**src/rtl/tm_pkg.sv**
```systemverilog
// Shared definitions for the Tsetlin-machine training path.
//   FB_*               feedback selection encodings carried on fb_type
//   LFSR_MASK_DEFAULT  Galois mask for x^16+x^14+x^13+x^11+1
//   state_t            control states of the feedback generator
package tm_pkg;

  localparam logic [1:0] FB_NONE  = 2'b00;
  localparam logic [1:0] FB_TYPE1 = 2'b01;
  localparam logic [1:0] FB_TYPE2 = 2'b10;

  localparam logic [15:0] LFSR_MASK_DEFAULT = 16'hB400;

  typedef enum logic [1:0] {
    IDLE = 2'd0,
    SUM  = 2'd1,
    EMIT = 2'd2
  } state_t;

endpackage

```
**src/rtl/tm_feedback_gen_if.sv**
```systemverilog
// Bus bundles for the feedback generator.
//   tm_sample_if : one training sample (clause vectors + label) with
//                  valid/ready; master = upstream producer, slave = consumer.
//   tm_fb_if     : serial per-clause feedback stream with valid/ready;
//                  master = generator, slave = automaton update logic.
interface tm_sample_if #(
  parameter int NCLAUSE = 10
);
  logic               in_valid;
  logic               in_ready;
  logic [NCLAUSE-1:0] pos_clause;
  logic [NCLAUSE-1:0] neg_clause;
  logic               target;

  modport master (output in_valid, pos_clause, neg_clause, target,
                  input  in_ready);
  modport slave  (input  in_valid, pos_clause, neg_clause, target,
                  output in_ready);
endinterface

interface tm_fb_if #(
  parameter int NCLAUSE = 10
);
  localparam int IW = (NCLAUSE > 1) ? $clog2(NCLAUSE) : 1;

  logic          fb_valid;
  logic          fb_ready;
  logic [IW-1:0] fb_index;
  logic          fb_polarity;
  logic [1:0]    fb_type;
  logic          fb_last;

  modport master (output fb_valid, fb_index, fb_polarity, fb_type, fb_last,
                  input  fb_ready);
  modport slave  (input  fb_valid, fb_index, fb_polarity, fb_type, fb_last,
                  output fb_ready);
endinterface

```
**src/rtl/tm_lfsr16.sv**
```systemverilog
// 16-bit Galois LFSR that advances only when step is high.
//   clk, rst : clock and synchronous active-high reset (loads SEED)
//   step     : advance one position this cycle
//   state    : current register contents
module tm_lfsr16
  import tm_pkg::*;
#(
  parameter logic [15:0] SEED = 16'hACE1,
  parameter logic [15:0] MASK = LFSR_MASK_DEFAULT
) (
  input  logic        clk,
  input  logic        rst,
  input  logic        step,
  output logic [15:0] state
);

  logic [15:0] state_q, state_d;

  always_comb begin
    state_d = state_q;
    if (step) begin
      // Shift right; the bit falling out of the bottom folds the taps back in.
      state_d = (state_q >> 1) ^ (state_q[0] ? MASK : 16'h0000);
    end
  end

  always_ff @(posedge clk) begin
    if (rst) state_q <= SEED;
    else     state_q <= state_d;
  end

  assign state = state_q;

endmodule

```
**src/rtl/tm_feedback_gen.sv**
```systemverilog
// Tsetlin feedback generator: takes one sample's clause outputs and label,
// computes the clamped class vote, then streams one feedback selection per
// clause (positive clauses first, then negative).
//   clk, rst   : clock, synchronous active-high reset
//   smp        : sample input bundle (slave), in_ready high only in IDLE
//   fb         : feedback beat stream (master), one beat per accepted cycle
//   class_sum  : clamped vote, updated in SUM and held until the next SUM
module tm_feedback_gen
  import tm_pkg::*;
#(
  parameter int          NCLAUSE   = 10,
  parameter int          T         = 4,
  parameter logic [15:0] LFSR_SEED = 16'hACE1
) (
  input  logic                                   clk,
  input  logic                                   rst,
  tm_sample_if.slave                             smp,
  tm_fb_if.master                                fb,
  output logic signed [$clog2(NCLAUSE+1)+1:0]    class_sum
);

  localparam int CSW = $clog2(NCLAUSE + 1) + 2;
  localparam int IW  = (NCLAUSE > 1) ? $clog2(NCLAUSE) : 1;
  localparam int VW  = 17;  // holds +/-(2^14-1) thresholds and 2T without overflow
  localparam int PW  = 16;

  localparam logic signed [VW-1:0] T_W      = VW'(T);
  localparam logic [PW-1:0]        T2       = PW'(2 * T);
  localparam logic [IW-1:0]        IDX_LAST = IW'(NCLAUSE - 1);

  state_t                state_q, state_d;
  logic [NCLAUSE-1:0]    pos_q, pos_d;
  logic [NCLAUSE-1:0]    neg_q, neg_d;
  logic                  target_q, target_d;
  logic signed [CSW-1:0] class_sum_q, class_sum_d;
  logic [PW-1:0]         p_q, p_d;
  logic [IW-1:0]         idx_q, idx_d;
  logic                  pol_q, pol_d;

  logic [15:0]           lfsr;
  logic                  lfsr_step;
  logic signed [VW-1:0]  vote_w, clamp_w, p_sum;
  logic [PW-1:0]         r;
  logic                  sel;
  logic                  is_last;
  logic                  emit;

  tm_lfsr16 #(
    .SEED (LFSR_SEED),
    .MASK (LFSR_MASK_DEFAULT)
  ) u_lfsr (
    .clk   (clk),
    .rst   (rst),
    .step  (lfsr_step),
    .state (lfsr)
  );

  // Vote, clamp and selection probability from the captured sample.
  always_comb begin
    vote_w = VW'($countones(pos_q)) - VW'($countones(neg_q));
    if (vote_w > T_W)       clamp_w = T_W;
    else if (vote_w < -T_W) clamp_w = -T_W;
    else                    clamp_w = vote_w;
    p_sum = target_q ? (T_W - clamp_w) : (T_W + clamp_w);
  end

  // Scale the LFSR into 0..2T-1; the beat is selected when it falls below p.
  assign r   = PW'((32'(lfsr) * 32'(T2)) >> 16);
  assign sel = (r < p_q);

  assign emit    = (state_q == EMIT);
  assign is_last = pol_q && (idx_q == IDX_LAST);

  always_comb begin
    state_d     = state_q;
    pos_d       = pos_q;
    neg_d       = neg_q;
    target_d    = target_q;
    class_sum_d = class_sum_q;
    p_d         = p_q;
    idx_d       = idx_q;
    pol_d       = pol_q;
    lfsr_step   = 1'b0;

    smp.in_ready   = (state_q == IDLE);
    fb.fb_valid    = emit;
    fb.fb_index    = emit ? idx_q : '0;
    fb.fb_polarity = emit && pol_q;
    fb.fb_last     = emit && is_last;
    fb.fb_type     = FB_NONE;
    // Positive clauses reinforce the label, negative clauses oppose it.
    if (emit && sel) fb.fb_type = (target_q == pol_q) ? FB_TYPE2 : FB_TYPE1;

    case (state_q)
      IDLE: begin
        if (smp.in_valid) begin
          pos_d    = smp.pos_clause;
          neg_d    = smp.neg_clause;
          target_d = smp.target;
          state_d  = SUM;
        end
      end
      SUM: begin
        class_sum_d = CSW'(clamp_w);
        p_d         = PW'(p_sum);
        idx_d       = '0;
        pol_d       = 1'b0;
        state_d     = EMIT;
      end
      EMIT: begin
        if (fb.fb_ready) begin
          lfsr_step = 1'b1;
          if (is_last) begin
            idx_d   = '0;
            pol_d   = 1'b0;
            state_d = IDLE;
          end else if (idx_q == IDX_LAST) begin
            idx_d = '0;
            pol_d = 1'b1;
          end else begin
            idx_d = idx_q + 1'b1;
          end
        end
      end
      default: state_d = IDLE;
    endcase
  end

  always_ff @(posedge clk) begin
    if (rst) begin
      state_q     <= IDLE;
      pos_q       <= '0;
      neg_q       <= '0;
      target_q    <= 1'b0;
      class_sum_q <= '0;
      p_q         <= '0;
      idx_q       <= '0;
      pol_q       <= 1'b0;
    end else begin
      state_q     <= state_d;
      pos_q       <= pos_d;
      neg_q       <= neg_d;
      target_q    <= target_d;
      class_sum_q <= class_sum_d;
      p_q         <= p_d;
      idx_q       <= idx_d;
      pol_q       <= pol_d;
    end
  end

  assign class_sum = class_sum_q;

endmodule

```
**src/flat_wrapper.sv**
```systemverilog
// flat-port wrapper written by rule: the top's interface ports become plain ports
module tm_feedback_gen_flat import tm_pkg::*;
#(
  parameter int          NCLAUSE   = 10,
  parameter int          T         = 4,
  parameter logic [15:0] LFSR_SEED = 16'hACE1
)
  (clk, rst, class_sum, smp_in_valid, smp_pos_clause, smp_neg_clause, smp_target, smp_in_ready, fb_fb_valid, fb_fb_index, fb_fb_polarity, fb_fb_type, fb_fb_last, fb_fb_ready);
  tm_sample_if #(.NCLAUSE(NCLAUSE)) smp_i ();
  tm_fb_if #(.NCLAUSE(NCLAUSE)) fb_i ();
  input  logic clk;
  input  logic rst;
  output logic signed [$clog2(NCLAUSE+1)+1:0] class_sum;
  input wire logic [$bits(smp_i.in_valid)-1:0] smp_in_valid;
  input wire logic [$bits(smp_i.pos_clause)-1:0] smp_pos_clause;
  input wire logic [$bits(smp_i.neg_clause)-1:0] smp_neg_clause;
  input wire logic [$bits(smp_i.target)-1:0] smp_target;
  output wire logic [$bits(smp_i.in_ready)-1:0] smp_in_ready;
  output wire logic [$bits(fb_i.fb_valid)-1:0] fb_fb_valid;
  output wire logic [$bits(fb_i.fb_index)-1:0] fb_fb_index;
  output wire logic [$bits(fb_i.fb_polarity)-1:0] fb_fb_polarity;
  output wire logic [$bits(fb_i.fb_type)-1:0] fb_fb_type;
  output wire logic [$bits(fb_i.fb_last)-1:0] fb_fb_last;
  input wire logic [$bits(fb_i.fb_ready)-1:0] fb_fb_ready;
  assign smp_i.in_valid = smp_in_valid;
  assign smp_i.pos_clause = smp_pos_clause;
  assign smp_i.neg_clause = smp_neg_clause;
  assign smp_i.target = smp_target;
  assign smp_in_ready = smp_i.in_ready;
  assign fb_fb_valid = fb_i.fb_valid;
  assign fb_fb_index = fb_i.fb_index;
  assign fb_fb_polarity = fb_i.fb_polarity;
  assign fb_fb_type = fb_i.fb_type;
  assign fb_fb_last = fb_i.fb_last;
  assign fb_i.fb_ready = fb_fb_ready;
  tm_feedback_gen #(.NCLAUSE(NCLAUSE), .T(T), .LFSR_SEED(LFSR_SEED)) u_core (.clk(clk), .rst(rst), .smp(smp_i), .fb(fb_i), .class_sum(class_sum));
endmodule
```
**config.mk**
```make
export PLATFORM = sky130hd
export DESIGN_NAME = tm_feedback_gen_flat
export DESIGN_NICKNAME = d
export VERILOG_FILES = /design/src/rtl/tm_pkg.sv /design/src/rtl/tm_feedback_gen_if.sv /design/src/rtl/tm_lfsr16.sv /design/src/rtl/tm_feedback_gen.sv /design/src/flat_wrapper.sv
export SDC_FILE = /design/constraint.sdc
export NUM_CORES = 1
export LEC_CHECK = 0
export CAP_MARGIN = 20
export CORE_UTILIZATION = 30
export DETAILED_ROUTE_END_ITERATION = 16
export REMOVE_ABC_BUFFERS = 1
export SLEW_MARGIN = 40
export SYNTH_ARGS = -nofsm -noshare
export SYNTH_HDL_FRONTEND = slang
export SYNTH_SLANG_ARGS = --single-unit
```
**constraint.sdc**
```tcl
create_clock -name clk -period 6.8 [get_ports clk]
set_input_delay 1.36 -clock clk [delete_from_list [all_inputs] [get_ports clk]]
set_output_delay 1.36 -clock clk [all_outputs]
set_load 0.03 [all_outputs]
```
* Word level (Yosys, flattened, before mapping)
Index checks and enable logic that the tools add are counted.
** Storage, ports and cells
- Register bits after elaboration :: 66
- Bits of input ports :: 25
- Output and inout bits :: 16
- Word-level logic and storage cells :: 74
** Operators by class
- $add $sub $neg :: 22
- Order comparisons :: 3
- Equality and inequality tests :: 8
- Muxes and demuxes :: 21
- Bitwise logic cells :: 1
- Reductions and logical operators :: 10
** Operators by type and width (count)
- $add 17x17->17 :: 8
- $mux 16 :: 4
- $add 1x1->2 :: 10
- $gt 17x4->1 const B :: 1
- $lt 17x3->1 const B :: 1
- $sub 17x17->17 :: 1
- $add 4x16->16 const A :: 1
- $lt 3x16->1 :: 1
- $mux 4 :: 4
- $sub 4x16->16 const A :: 1
- $xor 15x16->16 :: 1
- $mux 2 :: 5
- $pmux 4 s2 :: 1
- $pmux 2 s3 :: 1
- $reduce_and 3->1 :: 2
- $mux 1 :: 5
- $add 4x1->4 const B :: 1
- $eq 4x4->1 const B :: 1
- $logic_and 1x1->1 :: 4
- $ne 2x2->1 const B :: 2
- $reduce_and 2->1 :: 2
- $ne 3x2->1 const B :: 1
- $eq 2x1->1 const B :: 1
- $eq 2x2->1 const B :: 1
- other kinds (5) :: 5

* Logic depth before layout (Yosys ltp)
Gate-level depths: netlist (run 1).
- Depth after elaboration :: 10
- Depth in mapped cells :: 22
- Mapped depth without buffers :: 22

* Cells and area by module
From an unflattened synthesis (run 1), not the netlist that was laid out.
** Unflattened totals
- Cell total of the unflattened synthesis :: 429
- Area total of the unflattened synthesis :: 3667.3 um^2
** By module, submodules not included
- tm_feedback_gen :: times used 1, cells an instance 373, area an instance 3037.9 um^2, sequential area each 940.9 um^2
- tm_lfsr16 :: times used 1, cells an instance 56, area an instance 629.4 um^2, sequential area each 320.3 um^2

* Worst setup path after synthesis (run 1)
OpenSTA, ideal clock, no wires.
- Path kind :: reg-to-reg
- Start point :: register u_core.neg_q[8]
- End point :: register u_core.p_q[10]
- Setup time :: 0.071 ns
- Arrival :: 5.076 ns
- Required time :: 6.729 ns
- Setup slack :: 1.653 ns
- Cell stages (with the launch flop) :: 20
- Path buffers :: 0
- Clock period less this slack :: 5.147 ns
- Cell sequence :: dfxtp_1 > ha_1 > fa_1 > inv_1 > fa_1 > fa_1 > fa_1 > ha_1 > a21o_1 > a21oi_1 > fa_1 > a2111oi_0 > nand2_1 > o21bai_2 > nand2_1 > ha_1 > a21oi_1 > and3_1 > mux2i_1 > a21oi_1
** On the way
- Longest elaborated chain between the ends :: 8
- Elaborated cells on any way between the ends :: 10
- Classes of those cells :: 5 x add/sub; 2 x order compare; 3 x mux
** Ends and longest elaborated chain
- from (decl) :: RTL line tm_feedback_gen.sv:33 : logic [NCLAUSE-1:0] neg_q, neg_d;
- from (signal assigned) :: RTL line tm_feedback_gen.sv:142 : neg_q <= neg_d;
- $add 1x1->2 (not written as such) * :: RTL line tm_feedback_gen.sv:60 : vote_w = VW'($countones(pos_q)) - VW'($countones(neg_q));
- $add 17x17->17 (not written as such) * :: RTL line tm_feedback_gen.sv:60
- $sub 17x17->17 * :: RTL line tm_feedback_gen.sv:60
- $lt 17x3->1 :: RTL line tm_feedback_gen.sv:62 : else if (vote_w < -T_W) clamp_w = -T_W;
- $mux 16 :: RTL line tm_feedback_gen.sv:62
- $mux 16 * :: RTL line tm_feedback_gen.sv:61 : if (vote_w > T_W) clamp_w = T_W;
- $add 4x16->16 or $sub 4x16->16 (tied branches) :: RTL line tm_feedback_gen.sv:64 : p_sum = target_q ? (T_W - clamp_w) : (T_W + clamp_w);
- $mux 16 * :: RTL line tm_feedback_gen.sv:64
- to (signal assigned) :: RTL line tm_feedback_gen.sv:145 : p_q <= p_d;
- to (decl) :: RTL line tm_feedback_gen.sv:36 : logic [PW-1:0] p_q, p_d;
Mark *: on every way between the ends. The rest lies on a longest branch, timed or not.
A chain may end at the register's enable or synchronous reset.

* Worst setup path in the final report (run 1)
- Start point :: register u_core.neg_q[8]
- End point :: register u_core.p_q[4]
The elaborated chain is that of the path after synthesis.

==> results.ini, run 1 <==
[logic_synthesis]
syn_inst=384
syn_area_um2=3280
synth_cell_types=39
seq_area_frac_synth=0.390
yosys_warnings=0
ys_ff_latch=64
syn_area_per_cell_um2=8.55

[detailed_routing]
drc_errors=0
firstDrtPassIters=4
dr.first_iter.drc_count=113
wl_per_cell_um=11.7
wl_um=6480
ant_nets=0
routed_via_density=4.55
vias=2532

[sta]
maxClockFrequency_mhz=180
clock_skew_ns=0.00957
worstMarginPinSlew_ns=0.750
period_needed_ns=5.56
holdWs_ns=0.448
fin_ws_ns=1.24
finalSetupViolCount=0
slew_headroom=0.500
rsz0062_at_grt=false
drv_slew=0
fin_crit_sh=0.817
finalSetupTns_ns=0
hold_viol_final=0

[final_layout]
final_common_cell=nand2_1
fin_area_um2=4020
layout_common_cells=nand2_1 (82), dfxtp_1 (64), a21oi_1 (42)
area_growth_pct=22.3
fin_util=0.384
drive_gt1_frac=0.0548
antenna_cells=0
nets=477

[job]
cap_violations=0

[grt]
grt_pass1_wl_um=11300
antenna_found_initial=0
grt_pass1_vias=2463
grt_max_degree=60
grt_usage=0.124
overflow=0

[worst_hold_path]
hold_path.class=register to register

[placement]
numPortBuffers=40
place_congestion=0.825
place_area_um2=3760
pre_cts_slack_ns=1.31
hpwlAfterDp_um=4560

[power_and_ir_drop]
ir_drop_mv=0.163
power_per_cell_area_nw_per_um2=329
leakagePower_uw=0.00162

[setup_path]
critPathLaunchType=register
worstPathMaxFanout=5
crit_type=register to register
crit_arrival_ns=5.81
end_kind=register
crit_required_ns=7.06

[die]
start_util=0.314
coreArea_um2=10500
ios=41
die_y_um=107
rows=37
die-area_um2=11400
fp.dieW_um=107

[clocking]
postCtsHoldBufs=0
cts_tree=yes
root_buffer=clkbuf_8
post_cts_buffers=0
cts_resized=0
clkSlewWorstSetupHoldPaths_ns=0.07
worst_skew_pair.late_latency_ns=0.34
cts_max_level=3
clockBufferDepth=2
cts_made_buffers=9
clock-sinks=64

[status]
outcome=completed

==> worst paths after layout <==
kind / startpoint / endpoint / slack, ns / cells after the start
worst min register to register: u_core.u_lfsr.state[9]$_SDFFE_PP0P_ / u_core.u_lfsr.state[8]$_SDFFE_PP0P_ / 0.45 / 2
worst min-delay path: u_core.u_lfsr.state[9]$_SDFFE_PP0P_ / u_core.u_lfsr.state[8]$_SDFFE_PP0P_ / 0.45 / 2
worst max-delay path: u_core.neg_q[8]$_SDFFE_PP0P_ / u_core.p_q[4]$_SDFFE_PP0P_ / 1.24 / 19
worst max register to register: u_core.neg_q[8]$_SDFFE_PP0P_ / u_core.p_q[4]$_SDFFE_PP0P_ / 1.24 / 19
==> through the flow <==
stage	total power, uW	cells
floorplan	797	362
global placement	904	540
detailed placement	923	540
CTS	1340	556
global route	1420	556
finish	1320	556
==> final cells by class <==
type	count	area, um2
flip-flops and latches	64	1280
inverters	30	113
clock buffers	10	138
clock inverters	6	115
repair buffers	42	410
well taps	136	170
fillers	1105	6440
multi-input cells	268	1790
==> worst max-delay path, cell delays in order, from the launching register on <==
cell and delay [ns]:
dfxtp_1 0.32, ha_1 0.23, fa_1 0.56, inv_1 0.05, fa_1 0.46, fa_1 0.51
fa_1 0.51, ha_1 0.31, a21o_1 0.21, a21oi_1 0.18, fa_1 0.45, a2111oi_0 0.37
nand2_1 0.15, o21bai_2 0.22, nand2_1 0.09, ha_1 0.22, a21oi_1 0.19, mux2i_1 0.13
xnor2_1 0.14, o21ai_0 0.18
==> routing by layer <==
layer	track usage	up-vias	wire, um
met2	0.211	42	3060
met3	0.0328	5	248
met5	0	-	0
met4	0.0411	0	55
li1	-	1324	-
met1	0.153	1161	3120
==> synthesized netlist by cell type (all sizes together) <==
cell / number / share of area
nand2: 82 / 0.094
dfxtp: 64 / 0.39
a21oi: 43 / 0.069
inv: 30 / 0.034
ha: 22 / 0.084
nor2: 18 / 0.021
fa: 15 / 0.091
and2: 14 / 0.027
clkbuf: 12 / 0.014
buf: 10 / 0.017
nand3b: 8 / 0.018
nand2b: 6 / 0.011
nand3: 6 / 0.0091
nor2b: 6 / 0.011
nor3: 6 / 0.0091
xnor2: 6 / 0.016
o21ai: 5 / 0.0076
nor4: 4 / 0.0076
a211oi: 3 / 0.0084
a21o: 3 / 0.0069
a311oi: 3 / 0.0080
a31oi: 3 / 0.0057
a211o: 2 / 0.0053
and3: 2 / 0.0038
mux2i: 2 / 0.0061
a2111oi: 1 / 0.0027
a22o: 1 / 0.0027
a32o: 1 / 0.0030
a41oi: 1 / 0.0027
and3b: 1 / 0.0027
o21bai: 1 / 0.0034
o2bb2ai: 1 / 0.0027
o311ai: 1 / 0.0027
xor2: 1 / 0.0027
==> power by group <==
part / switching, uW / internal (uW) / total, uW
sequential: 17.2 / 402 / 419
clock: 154 / 255 / 409
combinational: 285 / 208 / 493
==> state kept, by name, summed over array words and instances (netlist names) <==
name	count
u_core.state_q	2
u_core.u_lfsr.state	16
u_core.p_q	15
u_core.pol_q	1
u_core.class_sum	5
u_core.neg_q	10
u_core.idx_q	4
u_core.pos_q	10
u_core.target_q	1
==> kinds of logic after synthesis <==
group | synth area share
AND/OR/NAND/NOR | 0.214
AO/OA/AOI/OAI | 0.131
flip-flops | 0.390
buffers and inverters | 0.0648
adder cells (fa/ha/maj) | 0.175
XOR/XNOR | 0.0187
multiplexers | 0.00610
Note: power is estimated with default switching activity, not from simulation.
==> inputs of run 2 (changes only) <==
==> constraint.sdc (replaced) <==
create_clock -name clk -period 4.85 [get_ports clk]
set_input_delay 0.97 -clock clk [delete_from_list [all_inputs] [get_ports clk]]
set_output_delay 0.97 -clock clk [all_outputs]
set_load 0.03 [all_outputs]
==> run 2 against run 1 <==
The run now ends with setup timing left. Via count grew 3.2%. Flip-flop and latch count is the same. Combinational power grew 110%. Total power grew 66%. Die area is the same. Fmax grew 6.1%. Routed wire length grew 5.7%. Register-to-register slack lost 1.6 ns. Sequential share of layout area shrank 1.6 points.
==> results.ini, run 2 (synthesis gave the netlist of run 1 again) <==
[status]
outcome=complete, but fails checks
failed_checks=setup timing

[setup_path]
cpMaxStageDelayCell=fa_1
r2r-end=u_core.p_q[14]$_SDFFE_PP0P_
crit_required_ns=5.12  ; -1.94 ns
crit_type=register to register
path_buf_inv=1  ; unchanged
critPathLaunchType=register
timing.rr.start=u_core.neg_q[5]$_SDFFE_PP0P_
rrSetupSlack_ns=-0.39  ; -1.63 ns
crit_path_frequent_cell=fa_1
cp_top_family=adder cells
crit_arrival_ns=5.51  ; -0.30 ns
max_stage_delay_ns=0.57  ; about the same
end_kind=register
path_cells=ha_4 > inv_2 > fa_1 > fa_1 > fa_1 > fa_1 > ha_1 > a21o_1 > a21oi_2 > fa_1 > a2111oi_2 > nand2_1 > o21bai_2 > nand2_1 > ha_2 > a21oi_2 > and3_4 > mux2i_4 > a21oi_1
rr_worst_depth=19  ; unchanged
worstPathMaxFanout=4  ; -1

[final_layout]
layout_common_cells=nand2_1 (82), dfxtp_1 (57), a21oi_1 (40)
final_common_cell=nand2_1
drive_gt1_frac=0.149  ; +0.0943
largest_register_ffs=16  ; unchanged
nets=494  ; +3.6%
fillers=1044  ; -5.5%
area_growth_pct=29.5
antenna_cells=0  ; unchanged

[clocking]
clock-sinks=64  ; unchanged
worst_skew_pair.late_latency_ns=0.34  ; about the same
clkSlewWorstSetupHoldPaths_ns=0.08  ; about the same
cts_tree=yes
clockBufferDepth=2  ; unchanged
root_buffer=clkbuf_8
postCtsHoldBufs=0  ; unchanged
cts_max_level=3  ; unchanged
cts_made_buffers=9  ; unchanged

[sta]
hold_viol_final=0  ; unchanged
period_needed_ns=5.24  ; -0.320 ns
slew_headroom=0.502  ; +0.00173
worstMarginPinSlew_ns=0.745  ; -0.00439 ns
maxClockFrequency_mhz=191  ; +6.1%
fin_crit_sh=1.08  ; +0.263
holdWs_ns=0.445  ; -0.00358 ns
fin_ws_ns=-0.385  ; -1.63 ns
rsz0062_at_grt=true
drv_slew=0  ; unchanged
clock_skew_ns=0.0112  ; +0.00163 ns
finalSetupTns_ns=-2.40  ; -2.40 ns
finalSetupViolCount=8  ; +8

[detailed_routing]
vias=2612  ; +3.2%
wl_per_cell_um=12.0  ; +2.7%
wl_um=6850  ; +5.7%
firstDrtPassIters=6  ; +2
ant_nets=0  ; unchanged
drt-met1-wl_um=3170  ; +1.7%
drc_errors=0  ; unchanged
routed_via_density=4.57  ; +0.27%
routed.top_layer=met4
dr_wl_met3_um=266  ; +7.3%
dr.first_iter.drc_count=59  ; -48%
met2_length_um=3230  ; +5.5%

[grt]
grt_pass1_wl_um=11900  ; +5.9%
grt_max_degree=45  ; -25%
grt_pass1_vias=2572  ; +4.4%
overflow=0  ; unchanged
grt_usage=0.133  ; +0.00821
antenna_found_initial=0  ; unchanged

[power_and_ir_drop]
p_total_uw=2190  ; +66%
p_seq_frac=0.270  ; -0.047
p_sw_frac=0.345  ; +0.000374
power_per_cell_area_nw_per_um2=514  ; +56%
intPower_uw=1430  ; +65%
power_switching_uw=756  ; +66%
pwr-share-comb=0.480  ; +0.107
ir_drop_mv=0.283  ; +74%
pwr-share-clk=0.250  ; -0.060
leakagePower_uw=0.00169  ; +4.4%

[placement]
numPortBuffers=40  ; unchanged
place_congestion=0.771  ; -6.5%
pre_cts_slack_ns=-0.575  ; -1.88 ns
hpwlAfterDp_um=4750  ; +4.1%

[die]
start_util=0.314  ; unchanged
die_y_um=107  ; unchanged
ios=41  ; unchanged
die-area_um2=11400  ; unchanged
fp.dieW_um=107  ; unchanged
coreArea_um2=10500  ; unchanged
rows=37  ; unchanged

[worst_hold_path]
whs_endpoint=u_core.u_lfsr.state[8]$_SDFFE_PP0P_
worstHoldPathCells=2  ; unchanged
min_from=u_core.u_lfsr.state[9]$_SDFFE_PP0P_
hold_path.class=register to register

[job]
cap_violations=0  ; unchanged

==> run 2: worst max path at each step <==
stage | start | endpoint | slack, ns | cells past startpoint
after floorplan | u_core.neg_q[8]$_SDFFE_PP0P_ | u_core.p_q[10]$_SDFFE_PP0P_ | -0.30 | 19
after global placement | u_core.neg_q[8]$_SDFFE_PP0P_ | u_core.p_q[14]$_SDFFE_PP0P_ | -0.41 | 19
after detailed placement | u_core.neg_q[8]$_SDFFE_PP0P_ | u_core.p_q[14]$_SDFFE_PP0P_ | -0.57 | 19
after CTS | u_core.neg_q[4]$_SDFFE_PP0P_ | u_core.p_q[14]$_SDFFE_PP0P_ | -0.37 | 19
after global routing | u_core.neg_q[4]$_SDFFE_PP0P_ | u_core.p_q[6]$_SDFFE_PP0P_ | -0.62 | 19
final | u_core.neg_q[5]$_SDFFE_PP0P_ | u_core.p_q[14]$_SDFFE_PP0P_ | -0.39 | 19
==> run 2: power by group through the flow <==
stage | Combinational, uW | Clock [uW] | Sequential [uW]
2_1_floorplan | 509 | 0 | 609
3_3_place_gp | 799 | 0 | 599
3_5_place_dp | 822 | 0 | 601
4_1_cts | 983 | 558 | 592
5_1_grt | 1170 | 582 | 598
6_report | 1050 | 547 | 592
==> run 2: metrics by stage <==
step | cells | instance area [um2] | util
CTS | 568 | 4210 | 0.402
global placement | 550 | 3840 | 0.367
detailed placement | 550 | 3840 | 0.367
floorplan | 362 | 3180 | -
global route | 572 | 4250 | 0.407
finish | 572 | 4250 | 0.407
==> run 2: metal layers <==
metal | vias up | global-route usage
li1 | 1357 | -
met1 | 1184 | 0.162
met2 | 57 | 0.221
met3 | 14 | 0.0328
met4 | 0 | 0.0577
met5 | - | 0
==> run 2: timing repair <==
action | CTS | global route
gates cloned | 0 | 0
endpoints found under the hold margin | 0 | 0
setup endpoints to repair | 8 | 9
gates resized for setup | 32 | 2
pin swaps | 23 | 6
buffers inserted | 7 | 3
==> run 2: worst register-to-register path, cell delays in order (launching register included) <==
cell	delay [ns]
dfxtp_2	0.36
ha_4	0.13
inv_2	0.03
fa_1	0.51
fa_1	0.57
fa_1	0.44
fa_1	0.50
ha_1	0.31
a21o_1	0.19
a21oi_2	0.14
fa_1	0.45
a2111oi_2	0.34
nand2_1	0.14
o21bai_2	0.18
nand2_1	0.08
ha_2	0.20
a21oi_2	0.16
and3_4	0.21
mux2i_4	0.07
a21oi_1	0.17
==> run 2: area by class of cell <==
class,count,area [um2],area share
Clock buffer,9,124,0.0291
Clock inverter,6,109,0.0256
Inverter,30,113,0.0265
Multi-Input combinational cell,268,1900,0.446
Sequential cell,64,1290,0.303
Tap cell,136,170,0.0400
Timing Repair Buffer,59,549,0.129
